## config.mk

```make
export PLATFORM = sky130hd
export DESIGN_NAME = dwt_line_framer
export DESIGN_NICKNAME = d
export VERILOG_FILES = /design/src/rtl/dwt_line_framer.sv
export SDC_FILE = /design/constraint.sdc
export NUM_CORES = 1
export LEC_CHECK = 0
export ABC_AREA = 1
export BUFFER_PORTS_ARGS = -buffer_cell sky130_fd_sc_hd__buf_4
export CORE_MARGIN = 10
export CORE_UTILIZATION = 52
export CTS_CLUSTER_SIZE = 24
export DETAILED_ROUTE_END_ITERATION = 10
export PLACE_DENSITY = 0.81
export SLEW_MARGIN = 20
export SYNTH_ARGS = -nofsm -noshare
export SYNTH_HDL_FRONTEND = slang
export SYNTH_SLANG_ARGS = --single-unit
```

## constraint.sdc

```tcl
create_clock -name clk_i -period 2.26 [get_ports clk_i]
set_input_delay 0.452 -clock clk_i [delete_from_list [all_inputs] [get_ports clk_i]]
set_output_delay 0.452 -clock clk_i [all_outputs]
set_load 0.03 [all_outputs]
```

## src/rtl/dwt_line_framer.sv

```systemverilog
// dwt_line_framer: frames a raw {odd, even} pair stream for one tile in front of
// the 1-D 9/7 lifting unit. It drives sof/eol from the per-tile width/height,
// checks the upstream s_last_i alignment, and pulses done_o once the tile has
// been fully issued.
// Optional build macro DWT_FRAMER_STATS_EN adds the stall_cnt_o/frame_cnt_o
// statistics ports. Without it, those ports and counters are absent.
module dwt_line_framer #(
  parameter int DataWidth       = 16,
  parameter int MaximumSideSize = 512,
  parameter int CntWidth        = $clog2(MaximumSideSize) + 1
) (
  input  logic                   clk_i,
  input  logic                   rst_i,
  input  logic                   cfg_valid_i,
  output logic                   cfg_ready_o,
  input  logic [CntWidth-1:0]    cfg_width_i,
  input  logic [CntWidth-1:0]    cfg_height_i,
  input  logic                   s_valid_i,
  output logic                   s_ready_o,
  input  logic [2*DataWidth-1:0] s_data_i,
  input  logic                   s_last_i,
  output logic                   m_valid_o,
  input  logic                   m_ready_i,
  output logic                   m_sof_o,
  output logic                   m_eol_o,
  output logic [2*DataWidth-1:0] m_data_o,
  output logic                   busy_o,
  output logic                   done_o,
  output logic                   err_o
`ifdef DWT_FRAMER_STATS_EN
  ,
  output logic [31:0]            stall_cnt_o,
  output logic [15:0]            frame_cnt_o
`endif
);

  localparam logic [1:0] IDLE = 2'd0;
  localparam logic [1:0] RUN  = 2'd1;
  localparam logic [1:0] DONE = 2'd2;

  localparam logic [CntWidth-1:0] MAX_W = CntWidth'(MaximumSideSize / 2);
  localparam logic [CntWidth-1:0] MAX_H = CntWidth'(MaximumSideSize);
  localparam logic [CntWidth-1:0] ONE   = CntWidth'(1);

  logic [1:0]          state;
  logic [CntWidth-1:0] col;
  logic [CntWidth-1:0] row;
  // Width and height are held as W-1 / H-1 so the end-of-line and end-of-tile
  // tests are plain equality compares against the running counters.
  logic [CntWidth-1:0] w_m1;
  logic [CntWidth-1:0] h_m1;
  logic                err;

  logic in_run;
  logic beat;
  logic end_of_line;
  logic last_beat;
  logic cfg_bad;

  assign in_run      = (state == RUN);
  assign beat        = in_run & s_valid_i & m_ready_i;
  assign end_of_line = (col == w_m1);
  assign last_beat   = end_of_line & (row == h_m1);
  assign cfg_bad     = (cfg_width_i == '0) || (cfg_width_i > MAX_W) ||
                       (cfg_height_i == '0) || (cfg_height_i > MAX_H);

  // Zero-latency pass-through; the side-band is meaningful only with m_valid_o.
  assign cfg_ready_o = (state == IDLE);
  assign s_ready_o   = in_run & m_ready_i;
  assign m_valid_o   = in_run & s_valid_i;
  assign m_data_o    = s_data_i;
  assign m_sof_o     = in_run && (col == '0) && (row == '0);
  assign m_eol_o     = in_run && end_of_line;
  assign busy_o      = (state == RUN) || (state == DONE);
  assign done_o      = (state == DONE);
  assign err_o       = err;

  // Tile sequencer: config capture, beat counting and sticky error tracking.
  always_ff @(posedge clk_i or posedge rst_i) begin
    if (rst_i) begin
      state <= IDLE;
      col   <= '0;
      row   <= '0;
      w_m1  <= '0;
      h_m1  <= '0;
      err   <= 1'b0;
    end else begin
      case (state)
        IDLE: begin
          if (cfg_valid_i) begin
            err  <= cfg_bad;
            w_m1 <= cfg_width_i - ONE;
            h_m1 <= cfg_height_i - ONE;
            col  <= '0;
            row  <= '0;
            if (!cfg_bad) state <= RUN;
          end
        end
        RUN: begin
          if (beat) begin
            // Framing follows the configured counts; s_last_i only feeds the check.
            if (s_last_i != last_beat) err <= 1'b1;
            if (end_of_line) begin
              col <= '0;
              row <= row + ONE;
              if (last_beat) state <= DONE;
            end else begin
              col <= col + ONE;
            end
          end
        end
        DONE: state <= IDLE;
        default: state <= IDLE;
      endcase
    end
  end

`ifdef DWT_FRAMER_STATS_EN
  // Free-running statistics: stalled RUN cycles and completed tiles, wrapping.
  always_ff @(posedge clk_i or posedge rst_i) begin
    if (rst_i) begin
      stall_cnt_o <= '0;
      frame_cnt_o <= '0;
    end else begin
      if (in_run && s_valid_i && !m_ready_i) stall_cnt_o <= stall_cnt_o + 32'd1;
      if (state == DONE) frame_cnt_o <= frame_cnt_o + 16'd1;
    end
  end
`endif

endmodule

```

======== Word level (Yosys, flattened, before mapping) ========
Cells that the tools add are included.
storage, ports and cells
  output and inout port bits .............. 40
  logic and storage cells ................. 62
  bits in registers ....................... 43
  bits of input ports ..................... 58
operators by class
  bitwise logic cells ..................... 4
  reductions and logical operators ........ 18
  muxes and demuxes ....................... 17
  $lt $le $gt $ge ......................... 2
  $add $sub $neg .......................... 4
  eq/ne operators ......................... 11
operators by type and width
  kind                     number
  $mux W10                 5
  $logic_not A10 Y1        4
  $pmux W10 S2             2
  $add A10 B1 Y10 const B  2
  $eq A10 B10 Y1           2
  $sub A10 B1 Y10 const B  2
  $gt A10 B10 Y1 const B   1
  $gt A10 B9 Y1 const B    1
  $mux W2                  5
  $ne A2 B1 Y1 const B     4
  $reduce_and A4 Y1        2
  $reduce_and A5 Y1        1
  $and A1 B1 Y1            4
  $logic_or A1 B1 Y1       4
  $ne A2 B2 Y1 const B     2
  $pmux W2 S2              1
  $logic_and A1 B1 Y1      3
  $mux W1                  3
  $reduce_and A3 Y1        1
  $eq A2 B1 Y1 const B     1
  $eq A2 B2 Y1 const B     1
  $logic_not A2 Y1         1
  $pmux W1 S2              1
  $reduce_and A2 Y1        1
  other kinds (2)          2

======== Longest topological paths before layout ========
Gate-level depths: netlist (run 1).
  depth in word-level cells ............... 7
  mapped depth ............................ 11
  depth with buffers taken out ............ 11

======== Worst setup path before layout (run 1) ========
No wires, ideal clock.
  path type ............................... reg2out
  start point ............................. reg state[1]
  end point ............................... out m_sof_o
  stages on the path, launching flop included .. 6
  path slack .............................. -0.161 ns
  buffers on the path ..................... 1
  data required time ...................... 1.808 ns
  arrival time ............................ 1.969 ns
  cell sequence ........................... dfrtp_1 -> inv_1 -> ha_1 -> clkbuf_1 -> nand4_1 -> nor4_1
on the way
  longest elaborated chain between the ends .. 3
RTL lines
  element                           RTL line  RTL
  from (decl)                       45        logic [1:0] state;
  from (signal assigned)            81        state <= IDLE;
  from (signal assigned)            96        if (!cfg_bad) state <= RUN;
  from (signal assigned)            106       if (last_beat) state <= DONE;
  $eq A2 B1 Y1                      60        assign in_run = (state == RUN);
  $logic_and A1 B1 Y1 (2 in a row)  72        assign m_sof_o = in_run && (col == '0) && (row == '0);
  to (decl)                         24        output logic m_sof_o,
No other way between the ends.

======== Worst setup path after layout (run 1) ========
Ends and elaborated chain as after synthesis.

==> results of run 1 <==
==> per-stage QoR <==
step | util (%) | worst slack, ns | std cells
CTS | 56.33 | 0.02708 | 512
global placement | 54.58 | 0.3920 | 504
floorplan | - | 0.1721 | 431
detailed placement | 54.58 | 0.3229 | 504
finish | 56.95 | 0.09219 | 513
global route | 56.95 | 0.003419 | 513
==> cells in the final DEF (no fill, tap or decap), drive strengths merged <==
master	Yosys	layout
or2	3	3
inv	54	54
nor2	66	66
xor2	19	19
mux2i	1	1
xnor2	3	3
nor4	2	2
nand3b	1	1
o21bai	1	1
ha	12	12
o31ai	2	2
nand4	7	7
a31oi	4	4
nand3	23	23
a21oi	6	6
buf	34	38
o21ai	32	32
clkbuf	5	8
nand2	99	99
a21boi	2	2
a22oi	1	1
nor3	11	11
dfrtp	43	43
==> cells by family (layout without fill, tap and decap cells) <==
logic type	after synthesis	count (layout)	synth area share [%]
and+or+nand+nor	212	212	29.82
buffers and inverters	93	100	15.64
AOI/OAI and AO/OA	48	48	8.404
DFF	43	43	34.75
xor gates and xnor gates	22	22	6.222
adders and majority gates	12	12	4.848
muxes	1	1	0.3232
==> Yosys cell counts (2+ instances only) <==
cell type  count
a21oi_1        6
a31oi_1        4
buf_4         33
clkbuf_1       5
dfrtp_1       43
ha_1          12
inv_1         50
inv_2          4
nand2_1       98
nand3_1       21
nand3_2        2
nand4_1        7
nor2_1        62
nor2_4         2
nor3_1        10
nor4_1         2
o21ai_0       25
o21ai_1        7
o31ai_1        2
or2_2          3
xnor2_1        3
xor2_1        19
==> repair_timing <==
| action | in CTS | in global routing |
|---|---|---|
| setup buffers | 0 | 2 |
| pin swaps | 0 | 2 |
| endpoints found under the setup margin | 1 | 2 |
| gates resized for setup | 1 | 8 |
==> layer usage <==
layer / up-vias / GRT usage, %
met4: 0 / 5.108
li1: 1333 / -
met3: 10 / 4.481
met1: 1212 / 18.23
met5: - / 0
met2: 75 / 21.60
==> sequential cells by signal, summed over array words and instances, names as in the netlist <==
name,cells
err_o,1
col,10
h_m1,10
w_m1,10
state,2
row,10
==> where the power goes <==
part	internal [mW]	switching [mW]
clock network	0.279	0.256
logic	0.498	0.850
registers	0.979	0.162
==> final cells by class <==
class / instances / area, um2
multi-input combinational: 295 / 1567
timing repair buffer: 38 / 289.0
tap: 75 / 93.84
sequential: 43 / 1080
fill: 548 / 2519
inverter: 54 / 202.7
clock buffer: 8 / 100.1
==> worst min-delay path, delay by kind of cell <==
kind | cells | cell delay, ns
buf+inv | 3 | 0.60
==> worst paths after layout <==
kind / end / slack, ns / cells past startpoint
max in group asynchronous: col[5] / 1.57 / 3
worst max register to register: state[1] / 0.31 / 7
min in group clk_i: h_m1[0] / 0.36 / 2
worst min register to register: err_o / 0.51 / 2
worst min-delay path: h_m1[9] / 0.30 / 3
worst max-delay path: m_sof_o / 0.09 / 5
==> results_dict.tcl, run 1 <==
set metrics [dict create \
    globalRouteTotalUtil_pct 14.16 \
    dr_wl_met3_um 534 \
    detailed_place.area_um2 3193 \
    synth-async-reset-ratio_pct 100.0 \
    cellLeakagePower_nw 1.619 \
    antenna_cells 0 \
    core.rowCount 28 \
    port_buffers 33 \
    cts_root_buffer "clkbuf_8" \
    grt_start_max_net_pins 44 \
    dp_hpwl_mm 5.250 \
    fin_hold_ws_ns 0.2973 \
    final_period_minus_worst_setup_slack_ns 2.168 \
    top_level_ports 98 \
    timing.max_cap.violations 0 \
    fin_worst_skew_ns 0.005954 \
    synth.net_count 501 \
    route.antenna.remaining_nets 0 \
    path_cells "inv_2, ha_4, nand4_1, nor4_2, buf_4" \
    family_with_the_most_delay_on_the_worst_path "simple AND/OR/NAND/NOR gates" \
    final_area_um2 3332 \
    chipHeight_um 97.17 \
    initialDrtViolationCount 217 \
    unrepaired_setup_endpoints_after_global_routing "no" \
    arrival_ns 1.72 \
    cts_buffers 5 \
    area.growth.synth_to_final_pct 7.596 \
    hold_violations 0 \
    timing_max_transition_violations_final 0 \
    clk_transition_reported_paths_ns 0.08 \
    drt_wl_total_mm 6.728 \
    worstPathBufferInverterCount 2 \
    syn_area_um2 3097 \
    clockBufferDepth 2 \
    synth.lib_cells_used.distinct 33 \
    critical_path_peak_fanout 13 \
    finish.net_count 507 \
    routed.top_layer "met4" \
    peakVddDrop_uv 522.4 \
    finalSetupViolCount 0 \
    met1Wirelength_mm 3.089 \
    ws_path_type "flip-flop to output port" \
    synth_top_area_share_pct 34.75 \
    postSynthRegisterBits 43 \
    setup.worst_path.end_class "output port" \
    synthDominantAreaCellType "dfrtp_1" \
    die_x_um 97.17 \
    critical_path_required_ns 1.81 \
    worst_setup_path_start_kind "flip-flop" \
    ys_seq_area_share_pct 34.75 \
    fp.dieArea_um2 9442 \
    layout_cell_share_with_drive_strength_beyond_1_pct 15.30 \
    hold_class "input pin to async pin" \
    vias_in_the_first_global_route 2564 \
    via_count 2630 \
    outcome "finished, final reports clean" \
    final_weighted_congestion_in_routability_driven_placement 0.9856 \
    powerDensity_nw_per_um2 907.5 \
    routedWlPerCell_um 13.12 \
    final.period_utilization_pct 95.92 \
    cts_num_sinks 43 \
    timing.setup.tns_ns 0 \
    post_synth_inst_count 431 \
    routed-wl-met2_mm 2.988 \
    number_of_warnings_issued_by_yosys 0 \
    cpPeakStageDelay_ns 0.41 \
    synth-edff-count 0 \
    worst_r2r_startpoint "state[0]" \
    startpoint "state[1]" \
    initial_utilization_pct 52.93 \
    cell_types_with_the_largest_area_share_after_synthesis "dfrtp_1 (35%), nand2_1 (12%), buf_4 (8.0%)" \
    grt_antenna_before_repair 0 \
    cts_hold_buf 0 \
    design.core.area_um2 5851 \
    htree_num_levels 2 \
    report.power.total_mw 3.024 \
    detail_route.first_pass.iterations 4 \
    routed_via_density 5.127 \
    gr-total-overflow 0 \
    maxClockFrequency_ghz 0.4613 \
    timing.slew.headroom_pct 53.10 \
    first_pass_grt_wire_length_mm 11.61 \
    worst_pin_slew_ns 0.6973 \
    clk-insertion-delay-late_ns 0.30 \
    synth_area_per_cell_um2 7.185 \
    cts_tree "built" \
    synth_ff_type "dfrtp_1" \
    drcViolationCount 0 \
    cpMaxStageDelayCell "dfrtp_1" \
]
Note: power is estimated with default switching activity, not from simulation.
==> inputs of run 2 (changes only) <==
Settings changed: CORE_UTILIZATION 52 to 53, CTS_BUF_LIST from default to sky130_fd_sc_hd__clkbuf_4 sky130_fd_sc_hd__clkbuf_8, PLACE_DENSITY 0.81 to 0.83.
==> results_dict.tcl, run 2 (synthesis results as in run 1) <==
set metrics [dict create \
    outcome "finished, final reports clean" \
    dp_hpwl_mm 5.371 \
    clk_transition_reported_paths_ns 0.08 \
    worst_setup_path_start_kind "flip-flop" \
    drt_wl_total_mm 6.867 \
    area.growth.synth_to_final_pct 7.354 \
    die_x_um 96.44 \
    sequentialPowerShare_pct 37.7 \
    htree_num_levels 2 \
    chipHeight_um 96.44 \
    final_cells 510 \
    path_cells "inv_1, ha_4, buf_4, nand4_1, nor4_2, buf_4" \
    rr_worst_depth 10 \
    drcViolationCount 0 \
    hold_class "input pin to async pin" \
    top_level_ports 98 \
    via_count 2686 \
    routedWlPerCell_um 13.46 \
    core.rowCount 27 \
    clockBufferDepth 2 \
    first_pass_grt_wire_length_mm 11.26 \
    ws_path_type "flip-flop to output port" \
    report.power.total_mw 3.042 \
    placement.setup.worst_slack_ns 0.3073 \
    timing.max_cap.violations 0 \
    port_buffers 33 \
    final_period_minus_worst_setup_slack_ns 2.139 \
    initialDrtViolationCount 280 \
    clk-insertion-delay-late_ns 0.30 \
    timing_max_transition_violations_final 0 \
    powerDensity_nw_per_um2 915.1 \
    cts_hold_buf 0 \
    final_setup_slack_of_the_worst_path_ns 0.1215 \
    setup.worst_path.end "m_sof_o" \
    worst_pin_slew_ns 0.6557 \
    p_int_mw 1.730 \
    worst_r2r_startpoint "state[0]" \
    antenna_cells 0 \
    critical_path_peak_fanout 8 \
    maxClockFrequency_ghz 0.4676 \
    cpPeakStageDelay_ns 0.40 \
    cts_root_buffer "clkbuf_8" \
    timing.setup.tns_ns 0 \
    p_clk_share_pct 17.3 \
    route.antenna.remaining_nets 0 \
    cpMaxStageDelayCell "dfrtp_1" \
    startpoint "state[1]" \
    grt_start_max_net_pins 44 \
    hold_violations 0 \
    fin_worst_skew_ns 0.006127 \
    cts_tree "built" \
    finish.net_count 507 \
    globalRouteTotalUtil_pct 15.06 \
    cts_buffers 5 \
    rrSetupSlack_ns 0.31 \
    routed_via_density 5.267 \
    final_weighted_congestion_in_routability_driven_placement 0.9315 \
    unrepaired_setup_endpoints_after_global_routing "no" \
    grt_antenna_before_repair 0 \
    dpl.cell_count 501 \
    combinationalPowerShare_pct 45.0 \
    cellLeakagePower_nw 1.616 \
    crit-reg2reg-capture "col[9]" \
    arrival_ns 1.69 \
    final_common_cell "nand2_1" \
    timing.slew.headroom_pct 55.89 \
    fp.dieArea_um2 9301 \
    swShare_pct 43.13 \
    setup.worst_path.end_class "output port" \
    p_sw_mw 1.312 \
    most-common-layout-cells "nand2_1 (98), nor2_1 (62), inv_1 (49)" \
    final_core_utilization_pct 59.64 \
    gr-total-overflow 0 \
    finalSetupViolCount 0 \
    initial_utilization_pct 55.56 \
    vias_in_the_first_global_route 2538 \
    final.period_utilization_pct 94.62 \
    design.core.area_um2 5574 \
    detail_route.first_pass.iterations 5 \
    timing.critical_path.mode_cell "buf_4" \
    cts_num_sinks 43 \
    critical_path_required_ns 1.81 \
    layout_cell_share_with_drive_strength_beyond_1_pct 15.30 \
    peakVddDrop_uv 509.5 \
]
## run 2: cell count changes in the layout (fill, tap and decap cells not counted), sizes merged
cell	change
clkinv	+1
clkinvlp	+1
clkbuf	-2
## run 2: metrics by stage
| stage | hold WS (ns) | area (um2) |
|---|---|---|
| 3_5_place_dp | 0.4920 | 3189 |
| 4_1_cts | 0.3069 | 3288 |
| 5_1_grt | 0.3344 | 3324 |
| 2_1_floorplan | 0.4675 | 3103 |
| 6_report | 0.2886 | 3324 |
| 3_3_place_gp | 0.4847 | 3189 |
## run 2: final cells by class
type,count,area [um2]
fill,516,2250
multi-input combinational,295,1565
sequential,43,1079
timing repair buffer,38,289.0
inverter,54,202.7
tap,72,90.09
clock buffer,6,82.58
clock inverter,2,16.27
## run 2: metal layers
layer  global-route usage (%)  vias up  part of all wire, %
li1                         -     1336                    -
met1                    18.93     1221                   44
met2                    24.44      116                   45
met3                    3.624       13                  8.7
met4                    5.811        0                  1.8
met5                        0        -                    0
## run 2: power by group through the flow
stage / registers [mW] / clock network (mW) / logic (mW)
finish: 1.15 / 0.525 / 1.37
global route: 1.18 / 0.570 / 1.54
CTS: 1.14 / 0.531 / 1.35
detailed placement: 1.16 / 0 / 1.34
global placement: 1.14 / 0 / 1.29
floorplan: 1.12 / 0 / 1.14
## run 2: worst min path at each step
stage | startpoint | to | slack (ns) | depth (start not counted)
2_1_floorplan | state[1] | state[1] | 0.47 | 2
3_5_place_dp | w_m1[9] | w_m1[9] | 0.49 | 2
3_3_place_gp | state[1] | state[1] | 0.48 | 2
6_report | rst_i | h_m1[3] | 0.29 | 3
5_1_grt | rst_i | h_m1[3] | 0.33 | 3
4_1_cts | rst_i | w_m1[9] | 0.31 | 3
## run 2: critical path, delay by kind of cell (launching register included)
family | cells | cell delay (ns)
adder cells (fa/ha/maj) | 1 | 0.18
flip-flops | 1 | 0.40
buffers and inverters | 3 | 0.50
AND/OR/NAND/NOR | 2 | 0.31
## run 2: repair_timing
| item | CTS | global route |
|---|---|---|
| endpoints found under the setup margin | 0 | 2 |
| buffers inserted | 0 | 1 |
| resized for setup | 0 | 8 |
==> inputs of run 3 (changes only) <==
Settings changed: RECOVER_POWER from default to 50.
==> results_dict.tcl, run 3 (synthesis results as in run 1) <==
set metrics [dict create \
    antenna_cells 0 \
    via_count 2688 \
    initialDrtViolationCount 280 \
    clk-insertion-delay-late_ns 0.30 \
    critical_path_peak_fanout 8 \
    timing.slew.headroom_pct 29.51 \
    critical_path_required_ns 1.81 \
    grt_start_max_net_pins 44 \
    area.growth.synth_to_final_pct 7.273 \
    worstPathBufferInverterCount 3 \
    hold_violations 0 \
    dp_hpwl_mm 5.371 \
    detail_route.first_pass.iterations 5 \
    route.antenna.remaining_nets 0 \
    final_setup_slack_of_the_worst_path_ns 0.1213 \
    final_common_cell "nand2_1" \
    routedWlPerCell_um 13.44 \
    chipHeight_um 96.44 \
    family_with_the_most_delay_on_the_worst_path "buffers and inverters" \
    clockBufferDepth 2 \
    cts_hold_buf 0 \
    peakVddDrop_uv 509.5 \
    rrSetupSlack_ns 0.31 \
    port_buffers 33 \
    finalSetupViolCount 0 \
    ws_path_type "flip-flop to output port" \
    final_period_minus_worst_setup_slack_ns 2.139 \
    die_x_um 96.44 \
    powerDensity_nw_per_um2 915.8 \
    worst_setup_path_start_kind "flip-flop" \
    outcome "finished, final reports clean" \
    vias_in_the_first_global_route 2538 \
    layout_cell_share_with_drive_strength_beyond_1_pct 15.30 \
    globalRouteTotalUtil_pct 15.06 \
    timing_max_transition_violations_final 0 \
    fin_worst_skew_ns 0.006093 \
    final_weighted_congestion_in_routability_driven_placement 0.9315 \
    cts_buffers 5 \
    seqCellArea_um2 1079 \
    cts_num_sinks 43 \
    grt_antenna_before_repair 0 \
    drt_wl_total_mm 6.852 \
    finish.net_count 507 \
    hold_class "input pin to flip-flop" \
    placement.setup.worst_slack_ns 0.3073 \
    cts_tree "built" \
    clk_transition_reported_paths_ns 0.08 \
    worst_pin_slew_ns 1.057 \
    top_level_ports 98 \
    arrival_ns 1.69 \
    cpPeakStageDelay_ns 0.40 \
    core.rowCount 27 \
    htree_num_levels 2 \
    fp.dieArea_um2 9301 \
    cpMaxStageDelayCell "dfrtp_1" \
    first_pass_grt_wire_length_mm 11.26 \
    cellLeakagePower_nw 1.615 \
    final.period_utilization_pct 94.63 \
    timing.max_cap.violations 0 \
    most-common-layout-cells "nand2_1 (98), nor2_1 (62), inv_1 (49)" \
    path_cells "inv_1, ha_4, buf_4, nand4_1, nor4_2, buf_4" \
    timing.critical_path.mode_cell "buf_4" \
    design.core.area_um2 5574 \
    fillers 516 \
    routed_via_density 5.271 \
    timing.setup.tns_ns 0 \
    unrepaired_setup_endpoints_after_global_routing "no" \
    gr-total-overflow 0 \
    initial_utilization_pct 55.56 \
    multiInputGateArea_um2 1565 \
    drcViolationCount 0 \
    maxClockFrequency_ghz 0.4676 \
    cts_root_buffer "clkbuf_8" \
    setup.worst_path.end_class "output port" \
]
-- run 3: changes by cell type in the layout (fill, tap and decap cells not counted) --
cell / previous run / this run
clkbuf_4: 0 / 1
buf_4: 37 / 35
clkbuf_2: 0 / 1
-- run 3: area by class of cell --
| type | instances | share of cell area, % |
|---|---|---|
| repair buffers | 38 | 8.625 |
| multi-input cells | 295 | 47.12 |
| clock inverters | 2 | 0.4896 |
| inverters | 54 | 6.102 |
| clock buffers | 6 | 2.486 |
| well taps | 72 | 2.712 |
| flip-flops and latches | 43 | 32.47 |
-- run 3: worst paths after layout --
kind	start	endpoint	cells after the start
setup reg to reg	state[0]	col[9]	10
max in group asynchronous	rst_i	col[4]	3
hold / removal	cfg_width_i[0]	w_m1[0]	2
min in group asynchronous	rst_i	h_m1[3]	3
setup / recovery	state[1]	m_sof_o	6
hold reg to reg	w_m1[9]	w_m1[9]	2
-- run 3: per-layer routing --
metal / up-vias / share of wire, % / global-route usage [%]
li1: 1336 / - / -
met1: 1223 / 44 / 18.93
met2: 116 / 45 / 24.44
met3: 13 / 8.7 / 3.624
met4: 0 / 1.9 / 5.811
met5: - / 0 / 0
-- run 3: worst register-to-register path: stages, from the launching register on --
cell and delay (ns):
dfrtp_1 0.44, inv_1 0.10, ha_1 0.28, nand2_1 0.11, a21boi_1 0.17, buf_4 0.19, nand3_2 0.14, nor2_1 0.19
nand3_1 0.10, nand2_1 0.08, nor2_1 0.04
-- run 3: what timing repair did --
action	in CTS	in global routing
resized for setup	0	8
buffers inserted	0	1
setup endpoints to repair	0	2
-- run 3: metrics by stage --
stage                     util [%]  hold WS, ns  cell area, um2  std cells  total power, mW
after floorplan                  -       0.4675            3103        431            2.263
after global placement       57.22       0.4847            3189        501            2.437
after detailed placement     57.22       0.4920            3189        501            2.501
after CTS                    58.99       0.3069            3288        509            3.025
after global routing         59.60       0.3853            3322        510            3.286
final                        59.60       0.3656            3322        510            3.042
-- run 3: power by group --
group | switching, mW | internal [mW]
clock | 0.275 | 0.250
sequential | 0.169 | 0.979
combinational | 0.868 | 0.501
